File: src/rtl/ex.sv
// MIPS32 execute stage: single-cycle logic/shift ops plus a 32-iteration
// restoring divider for DIV/DIVU that stalls the pipeline and emits HI/LO.
module ex #(
  parameter int DIV_CYCLES = 32
) (
  input  logic        clk,
  input  logic        rst,
  input  logic [7:0]  aluop_i,
  input  logic [2:0]  alusel_i,
  input  logic [31:0] reg1_i,
  input  logic [31:0] reg2_i,
  input  logic [4:0]  wd_i,
  input  logic        wreg_i,
  input  logic        flush_i,
  output logic [4:0]  wd_o,
  output logic        wreg_o,
  output logic [31:0] wdata_o,
  output logic        whilo_o,
  output logic [31:0] hi_o,
  output logic [31:0] lo_o,
  output logic        stallreq_o
);

  localparam logic [7:0] OP_AND  = 8'b00100100;
  localparam logic [7:0] OP_OR   = 8'b00100101;
  localparam logic [7:0] OP_XOR  = 8'b00100110;
  localparam logic [7:0] OP_NOR  = 8'b00100111;
  localparam logic [7:0] OP_SLL  = 8'b01111100;
  localparam logic [7:0] OP_SRL  = 8'b00000010;
  localparam logic [7:0] OP_SRA  = 8'b00000011;
  localparam logic [7:0] OP_DIV  = 8'b00011010;
  localparam logic [7:0] OP_DIVU = 8'b00011011;

  localparam logic [2:0] SEL_LOGIC = 3'b001;
  localparam logic [2:0] SEL_SHIFT = 3'b010;
  localparam logic [2:0] SEL_DIV   = 3'b011;

  localparam logic [5:0] LAST_ITER = 6'(DIV_CYCLES - 1);

  typedef enum logic [1:0] {IDLE, BUSY, DONE} state_t;

  state_t      state;
  logic [5:0]  cnt;
  logic [31:0] quot;
  logic [31:0] rem;
  logic [31:0] dvs;
  logic        neg_q;
  logic        neg_r;

  function automatic logic [31:0] cond_neg(input logic [31:0] v, input logic neg);
    logic signed [31:0] vs;
    vs = v;
    return neg ? 32'(-vs) : v;
  endfunction

  // Two's-complement magnitude for signed DIV; DIVU operands pass untouched.
  function automatic logic [31:0] magnitude(input logic [31:0] v, input logic is_signed);
    return cond_neg(v, is_signed && v[31]);
  endfunction

  logic        is_div;
  logic        is_signed;
  logic        start;
  logic [4:0]  sh;
  logic signed [31:0] r2_s;
  logic [31:0] logic_res;
  logic [31:0] shift_res;
  logic [32:0] trial;
  logic        ge;
  logic [31:0] rem_nx;

  assign is_div    = (alusel_i == SEL_DIV) && ((aluop_i == OP_DIV) || (aluop_i == OP_DIVU));
  assign is_signed = (aluop_i == OP_DIV);
  assign start     = !rst && (state == IDLE) && is_div && !flush_i;
  assign sh        = reg1_i[4:0];
  assign r2_s      = reg2_i;

  always_comb begin
    logic_res = 32'd0;
    case (aluop_i)
      OP_AND:  logic_res = reg1_i & reg2_i;
      OP_OR:   logic_res = reg1_i | reg2_i;
      OP_XOR:  logic_res = reg1_i ^ reg2_i;
      OP_NOR:  logic_res = ~(reg1_i | reg2_i);
      default: logic_res = 32'd0;
    endcase
  end

  always_comb begin
    shift_res = 32'd0;
    case (aluop_i)
      OP_SLL:  shift_res = reg2_i << sh;
      OP_SRL:  shift_res = reg2_i >> sh;
      OP_SRA:  shift_res = 32'(r2_s >>> sh);
      default: shift_res = 32'd0;
    endcase
  end

  // One restoring step: shift {rem,quot} left, subtract divisor when it fits.
  assign trial  = {rem, quot[31]};
  assign ge     = trial >= {1'b0, dvs};
  assign rem_nx = ge ? (trial[31:0] - dvs) : trial[31:0];

  always_ff @(posedge clk) begin
    if (rst) begin
      state <= IDLE;
      cnt   <= 6'd0;
    end else begin
      case (state)
        IDLE: if (is_div && !flush_i) begin
          cnt   <= 6'd0;
          state <= (reg2_i != 32'd0) ? BUSY : DONE;
        end
        BUSY: if (flush_i) begin
          state <= IDLE;
        end else begin
          cnt <= cnt + 6'd1;
          if (cnt == LAST_ITER) state <= DONE;
        end
        default: state <= IDLE;
      endcase
    end
  end

  // Operand and datapath registers carry no reset; outputs are gated by state.
  always_ff @(posedge clk) begin
    if (start) begin
      if (reg2_i != 32'd0) begin
        quot  <= magnitude(reg1_i, is_signed);
        dvs   <= magnitude(reg2_i, is_signed);
        neg_q <= is_signed && (reg1_i[31] ^ reg2_i[31]);
        neg_r <= is_signed && reg1_i[31];
      end else begin
        quot  <= 32'd0;
        dvs   <= 32'd0;
        neg_q <= 1'b0;
        neg_r <= 1'b0;
      end
      rem <= 32'd0;
    end else if (state == BUSY) begin
      rem  <= rem_nx;
      quot <= {quot[30:0], ge};
    end
  end

  always_comb begin
    wd_o       = 5'd0;
    wreg_o     = 1'b0;
    wdata_o    = 32'd0;
    whilo_o    = 1'b0;
    hi_o       = 32'd0;
    lo_o       = 32'd0;
    stallreq_o = 1'b0;
    if (!rst) begin
      wd_o   = wd_i;
      wreg_o = wreg_i && (alusel_i != SEL_DIV);
      case (alusel_i)
        SEL_LOGIC: wdata_o = logic_res;
        SEL_SHIFT: wdata_o = shift_res;
        default:   wdata_o = 32'd0;
      endcase
      stallreq_o = !flush_i && (((state == IDLE) && is_div) || (state == BUSY));
      if (state == DONE) begin
        whilo_o = 1'b1;
        lo_o    = cond_neg(quot, neg_q);
        hi_o    = cond_neg(rem, neg_r);
      end
    end
  end

endmodule

File: config.mk
export PLATFORM = sky130hd
export DESIGN_NAME = ex
export DESIGN_NICKNAME = d
export VERILOG_FILES = /design/src/rtl/ex.sv
export SDC_FILE = /design/constraint.sdc
export NUM_CORES = 1
export LEC_CHECK = 0
export BUFFER_PORTS_ARGS = -buffer_cell sky130_fd_sc_hd__buf_2
export CAP_MARGIN = 20
export CORE_MARGIN = 2
export CORE_UTILIZATION = 60
export CTS_BUF_LIST = sky130_fd_sc_hd__clkbuf_8 sky130_fd_sc_hd__clkbuf_16
export CTS_CLUSTER_SIZE = 30
export DETAILED_ROUTE_END_ITERATION = 16
export PLACE_DENSITY = 0.89
export SYNTH_ARGS = -nofsm -noshare
export SYNTH_HDL_FRONTEND = slang
export SYNTH_SLANG_ARGS = --single-unit
File: constraint.sdc
create_clock -name clk -period 6.1 [get_ports clk]
set_input_delay 1.22 -clock clk [delete_from_list [all_inputs] [get_ports clk]]
set_output_delay 1.22 -clock clk [all_outputs]
set_load 0.01 [all_outputs]
==> flow_metrics.tcl <==
set metrics [dict create \
    status "completed" \
    drive_gt1_share_pct 16.09 \
    yosysTopAreaCell "edfxtp_1" \
    cp.arrival_ns 4.25 \
    core_sq_mm 0.02354 \
    dieArea_sq_mm 0.02533 \
    path_max_fanout 53 \
    synth_edf_count 66 \
    fin_skew_ns 0.01546 \
    grt-ovfl-total 0 \
    grtUsageTotal_pct 39.69 \
    cts.sinks 106 \
    fmax_ghz 0.1828 \
    postRouteAntennaNets 0 \
    cp.required_ns 4.88 \
    combPwrFrac_pct 31.6 \
    ys_ff_latch 106 \
    maxCapViolations 0 \
    initial_core_util_pct 61.36 \
    power_density_mw_per_mm2 130.9 \
    worst_pin_slew_ns 1.014 \
    setup_viol 0 \
    wirelength_microns 51860 \
    synthTopCellsByArea "edfxtp_1, mux4_2, ha_1, xnor2_1, nor2_1" \
    routedWlPerCell_microns 22.71 \
    p_sw_uw 763.3 \
    pre_cts_ws_ns 0.7302 \
    grt_max_degree 66 \
    clockBufferDepth 2 \
    p_leak_uw 0.006770 \
    grt_pass1_vias 14427 \
    clock_latency_ns 0.38 \
    hold_path.class "flip-flop to flip-flop" \
    syn_nets 2057 \
    drt_iter0_markers 1846 \
    cts_root_buf "clkbuf_16" \
    max_slew_margin_pct 32.39 \
    setup.worst_path.start_class "input pin" \
    die_w_microns 159.2 \
    synthArstFlopShare_pct 0 \
    vias 15323 \
    die_h_microns 159.2 \
    rsz0062_at_grt "false" \
    synthTopCellsByCount "nor2_1, nand2_1, o21ai_0" \
    cts.clk_slew.worst_paths_ns 0.08 \
    synthFlopType "edfxtp_1" \
    p_int_uw 1310 \
    ios 188 \
    synth_top_area_share_pct 13.72 \
    rows 56 \
    first_pass_iters 7 \
    yosysWarnings 0 \
    cts-resized-gates 0 \
    areaGrowthSynthToFinish_pct 9.641 \
    post_cts_buffers 0 \
    holdBufCountCts 0 \
    grt_pass1_wl_microns 79780 \
    cts-buffers-inserted 9 \
    drc 0 \
    gp_congestion 1.068 \
    power_uw 2073 \
    dp_hpwl_microns 38810 \
    io_buffers 187 \
    switching_share_pct 36.81 \
    max-vdd-ir-drop_mv 0.1132 \
    yosysMostFrequentCell "nor2_1" \
    seq_area_frac_synth_pct 19.26 \
    clkPwrFrac_pct 30.9 \
    end_kind "output port" \
    antenna_found_initial 0 \
    n_antenna_cell 0 \
    min_period_ns 5.471 \
    netlist_instances 1870 \
    syn_area_sq_mm 0.01445 \
    pwr-share-seq_pct 37.5 \
    drv_slew 0 \
    cts_max_level 3 \
    setup_tns_ns 0 \
    hold_viol 0 \
    crit_type "input pin to output port" \
    viasPerCell 6.712 \
    layout_setup_ws_ns 0.6288 \
    post-route-period-util_pct 89.69 \
    avgSynthCellArea_sq_um 7.725 \
    synth.distinct_cells 70 \
    cts_tree "built" \
    nets 2146 \
]
-- sequential cells by signal, indices dropped and copies added (netlist names) --
name and flops:
neg_r 1, rem 32, dvs 32, neg_q 1
state 2, quot 32, cnt 6
-- path summary, 6_finish.rpt --
check / slack [ns] / start / cells after the start / end
setup / recovery: 0.63 / reg1_i[0] / 10 / wdata_o[25]
hold / removal: 0.50 / cnt[1] / 2 / cnt[1]
setup reg to reg: 2.32 / rem[7] / 10 / rem[22]
hold reg to reg: 0.50 / cnt[1] / 2 / cnt[1]
-- kinds of logic (layout without fill, tap and decap cells) --
group | Yosys count | in the layout | synth area share (%)
adder cells (fa/ha/maj) | 103 | 103 | 8.974
AO/OA/AOI/OAI | 494 | 494 | 21.22
XOR/XNOR | 182 | 182 | 11.04
AND/OR/NAND/NOR | 606 | 606 | 18.64
multiplexers | 133 | 133 | 14.36
flip-flops | 106 | 106 | 19.26
buffers and inverters | 246 | 340 | 6.505
-- layout make-up --
class	instances	area (sq um)
multi-input combinational	1518	10740
fill	2001	7705
sequential	106	2783
timing repair buffer	215	1186
inverter	109	409.1
tap	319	399.1
clock buffer	9	225.2
clock inverter	7	93.84
-- metrics by stage --
stage	instance area (sq um)	cells	hold slack, ns	util, %
after global placement	15490	2265	0.4592	65.81
after global routing	15840	2283	0.5215	67.27
after CTS	15810	2281	0.4944	67.17
after floorplan	14450	1870	0.4489	-
after detailed placement	15490	2265	0.4810	65.81
final	15840	2283	0.4972	67.27
-- placed cells by master, fill, tap and decap left out, types with 6 or more instances in the layout --
cell	count
nor2_1	250
buf_2	186
nand2_1	182
o21ai_0	156
a21oi_1	135
xnor2_1	117
inv_1	106
ha_1	102
mux2i_1	70
edfxtp_1	66
xor2_1	65
mux4_2	59
dfxtp_1	40
o31ai_1	38
nand3_1	32
nor3_1	29
buf_4	26
or3_1	18
a21o_1	18
o41ai_1	17
a211oi_1	16
a31oi_1	14
nor4_1	12
nand2b_1	12
o22ai_1	12
nor2b_1	12
a22oi_1	11
nand4_1	10
or4_1	9
o211ai_1	9
a32oi_1	9
clkbuf_16	9
a41oi_1	8
and2_1	7
a221oi_1	6
-- worst max-delay path, cell delays in order --
cell      delay [ns]
buf_4           0.61
buf_4           0.46
mux2i_1         0.54
o221ai_1        0.16
o21ai_0         0.14
o21ai_0         0.21
a221oi_1        0.40
a211o_1         0.17
o21ai_0         0.12
buf_2           0.17
-- power by group through the flow --
stage / clock [uW] / sequential, uW / combinational [uW]
floorplan: 0 / 788 / 418
CTS: 641 / 777 / 627
global placement: 0 / 793 / 611
detailed placement: 0 / 793 / 623
global route: 664 / 779 / 693
finish: 640 / 777 / 656
-- layer usage --
metal | up-vias | part of all wire, % | global-route usage [%] | wire length, microns
met3 | 296 | 10 | 6.408 | 5295
li1 | 6898 | - | - | -
met2 | 1042 | 46 | 65.34 | 23830
met4 | 0 | 7.9 | 25.70 | 4075
met5 | - | 0 | 0 | 0
met1 | 7087 | 36 | 48.43 | 18660
(Power assumes the default switching activity.)
